<file path="config.mk">
export PLATFORM = sky130hd
export DESIGN_NAME = uart_rx_cfg_flat
export DESIGN_NICKNAME = d
export VERILOG_FILES = /design/src/rtl/uart_rx_cfg_if.sv /design/src/rtl/uart_rx_cfg.sv /design/src/flat_wrapper.sv
export SDC_FILE = /design/constraint.sdc
export NUM_CORES = 1
export LEC_CHECK = 0
export CORE_ASPECT_RATIO = 0.6
export CORE_MARGIN = 4
export CORE_UTILIZATION = 60
export CTS_BUF_LIST = sky130_fd_sc_hd__clkbuf_4
export CTS_CLUSTER_DIAMETER = 150
export DETAILED_ROUTE_END_ITERATION = 10
export PLACE_DENSITY = 0.79
export REMOVE_ABC_BUFFERS = 1
export SYNTH_ARGS = -nofsm -noshare
export SYNTH_HDL_FRONTEND = slang
export SYNTH_SLANG_ARGS = --single-unit
</file>
<file path="constraint.sdc">
create_clock -name clock -period 4.2 [get_ports clock]
set_clock_uncertainty 0.1 [all_clocks]
set_input_delay 0.84 -clock clock [delete_from_list [all_inputs] [get_ports clock]]
set_output_delay 0.84 -clock clock [all_outputs]
set_load 0.005 [all_outputs]
</file>
<file path="src/rtl/uart_rx_cfg_if.sv">
// uart_rx_cfg_if: serial line, received-character handshake and error pulses of uart_rx_cfg
interface uart_rx_cfg_if #(parameter int DATA_BITS = 9);
  logic rx;
  logic [DATA_BITS-1:0] data_out;
  logic parity_error;
  logic valid;
  logic ready;
  logic framing_error;
  logic overrun;
  logic busy;
  modport master(input rx, ready, output data_out, parity_error, valid, framing_error, overrun, busy);
  modport slave(output rx, ready, input data_out, parity_error, valid, framing_error, overrun, busy);
endinterface

</file>
<file path="src/rtl/uart_rx_cfg.sv">
// uart_rx_cfg: parametrised oversampling UART receiver with 3-sample majority vote and receive FIFO
module uart_rx_cfg #(
  parameter int CLK_HZ = 25_000_000,
  parameter int BAUD_RATE = 9600,
  parameter int OVERSAMPLE = 16,
  parameter int DATA_BITS = 9,
  parameter int PARITY = 0,
  parameter int STOP_BITS = 1,
  parameter int FIFO_DEPTH = 4
) (
  input logic clock,
  input logic reset,
  uart_rx_cfg_if.master u
);
  localparam int DIV_RAW = CLK_HZ / (BAUD_RATE * OVERSAMPLE);
  localparam int DIV = DIV_RAW < 1 ? 1 : DIV_RAW;
  localparam int DW = DIV > 1 ? $clog2(DIV) : 1;
  localparam int SW = $clog2(OVERSAMPLE);
  localparam int AW = $clog2(FIFO_DEPTH);
  localparam int CW = AW + 1;
  localparam logic [2:0] IDLE = 3'd0, START = 3'd1, DATA = 3'd2, PAR = 3'd3, STOP = 3'd4, ERR_WAIT = 3'd5;
  logic rx_m, rx_s;
  logic [DW-1:0] dc;
  logic [SW-1:0] sc;
  logic [1:0] v;
  logic [2:0] state;
  logic [DATA_BITS-1:0] shreg;
  logic [3:0] bc;
  logic perr, stop2, fe, ov;
  logic [DATA_BITS:0] mem [FIFO_DEPTH];
  logic [AW-1:0] wp, rp;
  logic [CW-1:0] cnt;
  logic tick, start_edge, decide, wrap, maj, last_stop, push, pop, full, wr;
  assign tick = dc == DW'(DIV - 1);
  assign start_edge = state == IDLE && !rx_s;
  assign decide = tick && sc == SW'(OVERSAMPLE / 2 + 1);
  assign wrap = tick && sc == SW'(OVERSAMPLE - 1);
  assign maj = (v[0] & v[1]) | (v[0] & rx_s) | (v[1] & rx_s);
  assign last_stop = STOP_BITS == 1 || stop2;
  assign push = state == STOP && decide && maj && last_stop;
  assign pop = u.valid && u.ready;
  assign full = cnt == CW'(FIFO_DEPTH);
  assign wr = push && (!full || pop);
  // the divider and sample counter restart on the start edge so votes land mid-bit
  always_ff @(posedge clock) begin
    if (reset) begin
      rx_m <= 1'b1;
      rx_s <= 1'b1;
      dc <= '0;
      sc <= '0;
      v <= '0;
    end else begin
      rx_m <= u.rx;
      rx_s <= rx_m;
      dc <= start_edge || tick ? '0 : dc + 1'b1;
      sc <= start_edge ? '0 : !tick ? sc : wrap ? '0 : sc + 1'b1;
      if (tick && sc == SW'(OVERSAMPLE / 2 - 1)) v[0] <= rx_s;
      if (tick && sc == SW'(OVERSAMPLE / 2)) v[1] <= rx_s;
    end
  end
  always_ff @(posedge clock) begin
    if (reset) begin
      state <= IDLE;
      shreg <= '0;
      bc <= '0;
      perr <= 1'b0;
      stop2 <= 1'b0;
      fe <= 1'b0;
    end else begin
      fe <= 1'b0;
      case (state)
        IDLE: if (!rx_s) begin
          state <= START;
          bc <= '0;
          perr <= 1'b0;
          stop2 <= 1'b0;
        end
        START: if (decide && maj) state <= IDLE; else if (wrap) state <= DATA;
        DATA: begin
          if (decide) begin
            shreg <= {maj, shreg[DATA_BITS-1:1]};
            bc <= bc + 1'b1;
          end
          if (wrap && bc == 4'(DATA_BITS)) state <= PARITY != 0 ? PAR : STOP;
        end
        PAR: begin
          if (decide) perr <= ^{shreg, maj} ^ (PARITY == 1);
          if (wrap) state <= STOP;
        end
        // the final good stop returns to IDLE at once so a back-to-back start is caught
        STOP: if (decide) begin
          if (!maj) begin
            state <= ERR_WAIT;
            fe <= 1'b1;
          end else if (last_stop) state <= IDLE;
          else stop2 <= 1'b1;
        end
        ERR_WAIT: if (tick && rx_s) state <= IDLE;
        default: state <= IDLE;
      endcase
    end
  end
  always_ff @(posedge clock) begin
    if (reset) begin
      wp <= '0;
      rp <= '0;
      cnt <= '0;
      ov <= 1'b0;
      for (int i = 0; i < FIFO_DEPTH; i++) mem[i] <= '0;
    end else begin
      ov <= push && full && !pop;
      if (wr) begin
        mem[wp] <= {perr, shreg};
        wp <= wp + 1'b1;
      end
      if (pop) rp <= rp + 1'b1;
      cnt <= cnt + CW'(wr) - CW'(pop);
    end
  end
  assign u.data_out = mem[rp][DATA_BITS-1:0];
  assign u.parity_error = mem[rp][DATA_BITS];
  assign u.valid = cnt != '0;
  assign u.framing_error = fe;
  assign u.overrun = ov;
  assign u.busy = state != IDLE;
endmodule

</file>
<file path="src/flat_wrapper.sv">
// flat-port wrapper written by rule: the top's interface ports become plain ports
module uart_rx_cfg_flat 
#(
  parameter int CLK_HZ = 25_000_000,
  parameter int BAUD_RATE = 9600,
  parameter int OVERSAMPLE = 16,
  parameter int DATA_BITS = 9,
  parameter int PARITY = 0,
  parameter int STOP_BITS = 1,
  parameter int FIFO_DEPTH = 4
)
  (clock, reset, u_rx, u_ready, u_data_out, u_parity_error, u_valid, u_framing_error, u_overrun, u_busy);
  uart_rx_cfg_if #(.DATA_BITS(DATA_BITS)) u_i ();
  input logic clock;
  input logic reset;
  input wire logic [$bits(u_i.rx)-1:0] u_rx;
  input wire logic [$bits(u_i.ready)-1:0] u_ready;
  output wire logic [$bits(u_i.data_out)-1:0] u_data_out;
  output wire logic [$bits(u_i.parity_error)-1:0] u_parity_error;
  output wire logic [$bits(u_i.valid)-1:0] u_valid;
  output wire logic [$bits(u_i.framing_error)-1:0] u_framing_error;
  output wire logic [$bits(u_i.overrun)-1:0] u_overrun;
  output wire logic [$bits(u_i.busy)-1:0] u_busy;
  assign u_i.rx = u_rx;
  assign u_i.ready = u_ready;
  assign u_data_out = u_i.data_out;
  assign u_parity_error = u_i.parity_error;
  assign u_valid = u_i.valid;
  assign u_framing_error = u_i.framing_error;
  assign u_overrun = u_i.overrun;
  assign u_busy = u_i.busy;
  uart_rx_cfg #(.CLK_HZ(CLK_HZ), .BAUD_RATE(BAUD_RATE), .OVERSAMPLE(OVERSAMPLE), .DATA_BITS(DATA_BITS), .PARITY(PARITY), .STOP_BITS(STOP_BITS), .FIFO_DEPTH(FIFO_DEPTH)) u_core (.clock(clock), .reset(reset), .u(u_i));
endmodule
</file>
# After elaboration in Yosys (flattened, before gate mapping)
# Memories as Yosys holds them, arrays and structs flattened. A register that Yosys moved wholly into a read port is not among the register bits.
# Index checks and enable logic that the tools add are counted.
# word_totals
latchBits,0
n_memories,1
reg_bits,42
ram_bits,40
mem_bits_ro,0
input_bits,4
# mem_list
memory,depth,word_bits,read_ports,rd_ports_with_merged_regs,write_ports,line_no,text
u_core.mem,4,10,1,1,4,uart_rx_cfg.sv:30,logic [DATA_BITS:0] mem [FIFO_DEPTH];
# classes
multipliers,0
n_reduce_logical,33
n_bitwise,7
n_lt_le_gt_ge,0
n_eq_ne,20
muxes,27
shift,0
add_sub_neg,7
n_div,0
# ops
operator,count
2-to-1 mux 3 bit,8
one-hot mux 3 bit (6 select lines),1
"equality test 4 bit, second input constant",4
logical AND 1 bit,14
2-to-1 mux 4 bit,3
"!= test 2 x 1 -> 1 bit, second input constant",6
2-to-1 mux 10 bit,1
OR reduction 10 bit,1
XOR reduction 10 bit,1
"equality test 3 bit, second input constant",3
2-to-1 mux 1 bit,9
"adder 4 x 1 -> 4 bit, second input constant",2
"adder 8 x 1 -> 8 bit, second input constant",1
"equality test 8 bit, second input constant",1
one-hot mux 4 bit (2 select lines),1
"equality test 3 x 2 -> 1 bit, second input constant",2
2-to-1 mux 2 bit,3
AND reduction 3 bit,2
AND reduction 6 bit,1
nonzero test 3 bit,2
"adder 2 x 1 -> 2 bit, second input constant",2
"equality test 4 x 3 -> 1 bit, second input constant",1
nonzero test 2 bit,2
OR reduction 2 bit,2
other kinds (14),21

# Logic depth before layout (Yosys ltp)
# depth
ltp_word,10
mapped_depth,13

# Least setup slack after synthesis
# No wires, ideal clock.
# synth_path
path_type,register -> register
start,register u_core.dc[0]
end,memory u_core.mem[2][0] in the netlist's numbering (enable)
stages_incl_launch_ff,9
t_arrival_ns,2.576
synth_period_minus_slack_ns,3.015
slack_ns,1.185
cell_sequence,dfxtp_1 -> ha_1 -> nand4b_1 -> or3_4 -> or4_1 -> buf_2 -> or3b_4 -> buf_6 -> nand2_1
# synth_rtl
element,line_no,text
"start, declared",uart_rx_cfg.sv:23,logic [DW-1:0] dc;
"start signal, assigned",uart_rx_cfg.sv:55,dc <= start_edge || tick ? '0 : dc + 1'b1;
"end, declared",uart_rx_cfg.sv:30,

==> results.toml <==
[run_status]
status = "completed"

[cells_and_area]
regArea_sq_mm = 0.00208
fin_cells = 447
antennaDiodeCount = 0
nets = 372
area_growth_pct = 10.2
layout_common_cells = "69 x nor2_1, 44 x dfxtp_1, 40 x edfxtp_1, 27 x nand2_1, 17 x clkdlybuf4s50_1"
multiInputGateArea_sq_mm = 0.00159
nFillCells = 461
mostFrequentLayoutCell = "nor2_1"
drive_gt1_share_pct = 12.9

[clock_network]
h-tree-depth = 3
ctsResizeCount = 0
cts.clk_slew.worst_paths_ps = 130
clock_sinks = 84
clockBufferDepth = 2
cts_tree = "done"
ctsRootBufferMaster = "clkbuf_4"
post_cts_buffers = 0
hold_buffers = 0
clk_latency_ps = 450
numCtsBuffers = 9

[power]
max-vdd-ir-drop_v = 0.000391
comb_power_share_pct = 20.5
p_total_mw = 1.93
power.internal_mw = 1.40
switching_share_pct = 27.5
p_leak_nw = 1.36
pwr-share-seq_pct = 51.9
power.density_cell_area_mw_per_mm2 = 462
p_sw_uw = 530
clkPwrFrac_pct = 27.6

[grt]
grt_pass1_wl_mm = 13.0
first_global_vias = 2428
gr-usage-all-layers_pct = 22.0
antenna_found_initial = 0
overflow = 0
grt_max_degree = 31

[timing]
setup_viol = 0
finalCritPeriodShare_pct = 85.1
hold_viol_final = 0
fmax_mhz = 280
hold_slack_ps = 328
maxSlewViolCount = 0
rsz0062_at_grt = "no"
worst_slew_pin_slew_ps = 739
max_slew_margin_pct = 50.4
period_minus_slack_ps = 3570
fin_setup_tns_ps = 0

[yosys]
syn_avg_cell_area_sq_um = 11.0
yosys_warnings = 0
syn-instance-count = 343
yosys.cell_types.count = 47
synth_seq_cells = 84
synth_ff_type = "dfxtp_1"
async_reset_ff_share_pct = 0
synth_area_sq_mm = 0.00378
seq_area_frac_synth_pct = 55.1
synth_edf_count = 40

[setup_path]
critPathArrivalTime_ps = 3570
r2r_slack_ps = 630
startpoint_type = "flop"
critPathCaptureType = "flop"
critPathRequiredTime_ps = 4190
rr_worst_depth = 6
path_class = "flop to flop"
r2r_start = "u_core.dc[0]$_SDFF_PP0_"
rr_endpoint = "u_core.mem[2][3]$_SDFFCE_PN0P_"
critPathMaxFanout = 16

[die]
io_pins = 18
coreArea_sq_mm = 0.00611
die_h_um = 69.5
dieArea_sq_mm = 0.00768
fp-row-count = 22
start_util_pct = 61.9
die_width_um = 110

[detailed_routing]
vias = 2601
drt_first_pass_iters = 5
routed_wl_mm = 7.87
routed-wl-met3_mm = 1.03
viasPerCell = 5.82
antenna_left = 0
met2_wirelength_mm = 3.01
remaining_drc_errors = 0
highest_layer = "met4"
routedWlPerCell_um = 17.6
wl_met1_mm = 3.77
drtIter0Drc = 284

[placed_design]
dp.cells = 431
place_hpwl_mm = 5.75
port_buffers = 17
gp_congestion = 0.929

[min_path]
hp-class = "flop to flop"
hp-start = "u_core.rx_m$_SDFF_PP1_"
hold_end = "u_core.rx_s$_SDFF_PP1_"
whs_path_depth = 1

[job]
drv_cap = 0
## through the flow
step	util (%)	instance area [sq um]	setup WS, ps
floorplan	-	3710	1040
global placement	65.5	4000	696
detailed placement	65.5	4000	619
CTS	68.2	4170	640
global route	68.2	4170	400
finish	68.2	4170	627
## power groups by stage
stage	Combinational, mW	Sequential (mW)	Clock, mW
finish	0.396	0.999	0.531
global route	0.435	1.01	0.575
CTS	0.399	0.998	0.537
detailed placement	0.395	1.02	0
global placement	0.386	1.01	0
floorplan	0.245	0.987	0
## state kept, by name, indices dropped and copies added (netlist names), 3 cells and up, named ones only
name,flops
u_core.state,3
u_core.mem,40
u_core.dc,8
u_core.shreg,9
u_core.cnt,3
u_core.sc,4
u_core.bc,4
## critical path, stage by stage, from the launching register on
cell and delay, ps:
dfxtp_1 460, ha_1 190, nand4b_1 220, or3_4 490, or4_1 810, or3b_4 580, nand2_1 390
## worst max path at each step
stage / startpoint / to / slack (ps) / cells past startpoint
finish: u_core.dc[0]$_SDFF_PP0_ / u_core.mem[2][3]$_SDFFCE_PN0P_ / 630 / 6
CTS: u_core.dc[0]$_SDFF_PP0_ / u_core.mem[2][3]$_SDFFCE_PN0P_ / 640 / 6
floorplan: u_core.state[2]$_SDFFE_PP0P_ / u_core.bc[3]$_SDFFE_PP0P_ / 1040 / 5
global placement: u_ready / u_core.mem[2][2]$_SDFFCE_PN0P_ / 700 / 5
global route: u_core.dc[0]$_SDFF_PP0_ / u_core.mem[0][7]$_SDFFCE_PN0P_ / 400 / 6
detailed placement: u_ready / u_core.mem[0][1]$_SDFFCE_PN0P_ / 620 / 5
## cells by family after synthesis
| family | synth area share [%] |
|---|---|
| simple gates | 18.9 |
| flops | 55.1 |
| compound gates | 4.33 |
| buf+inv | 3.08 |
| xor+xnor | 5.69 |
| mux | 9.13 |
| fa+ha+maj | 3.77 |
## synth_stat cells (5+ instances only)
cell type	count	area, sq um
xor2_1	9	78.8
dfxtp_1	44	881
mux4_2	10	225
nor2_1	69	259
ha_1	9	113
inv_1	10	37.5
nand2_1	27	101
a21oi_1	10	50.1
clkbuf_1	7	26.3
o21ai_0	5	25.0
nor2_2	9	56.3
nand3_1	11	55.1
xnor2_1	13	114
mux2i_1	12	120
edfxtp_1	40	1200
## layer usage
metal	vias up	track usage, %
li1	1229	-
met3	11	12.0
met4	0	4.10
met1	1217	33.7
met2	144	27.0
met5	-	0
## final cells by class
| class | count | area share [%] |
|---|---|---|
| well taps | 84 | 2.52 |
| clock buffers | 9 | 1.62 |
| flip-flops and latches | 84 | 50.0 |
| inverters | 11 | 0.991 |
| clock inverters | 7 | 2.34 |
| multi-input cells | 233 | 38.1 |
| repair buffers | 19 | 4.44 |
(Power assumes the default switching activity.)
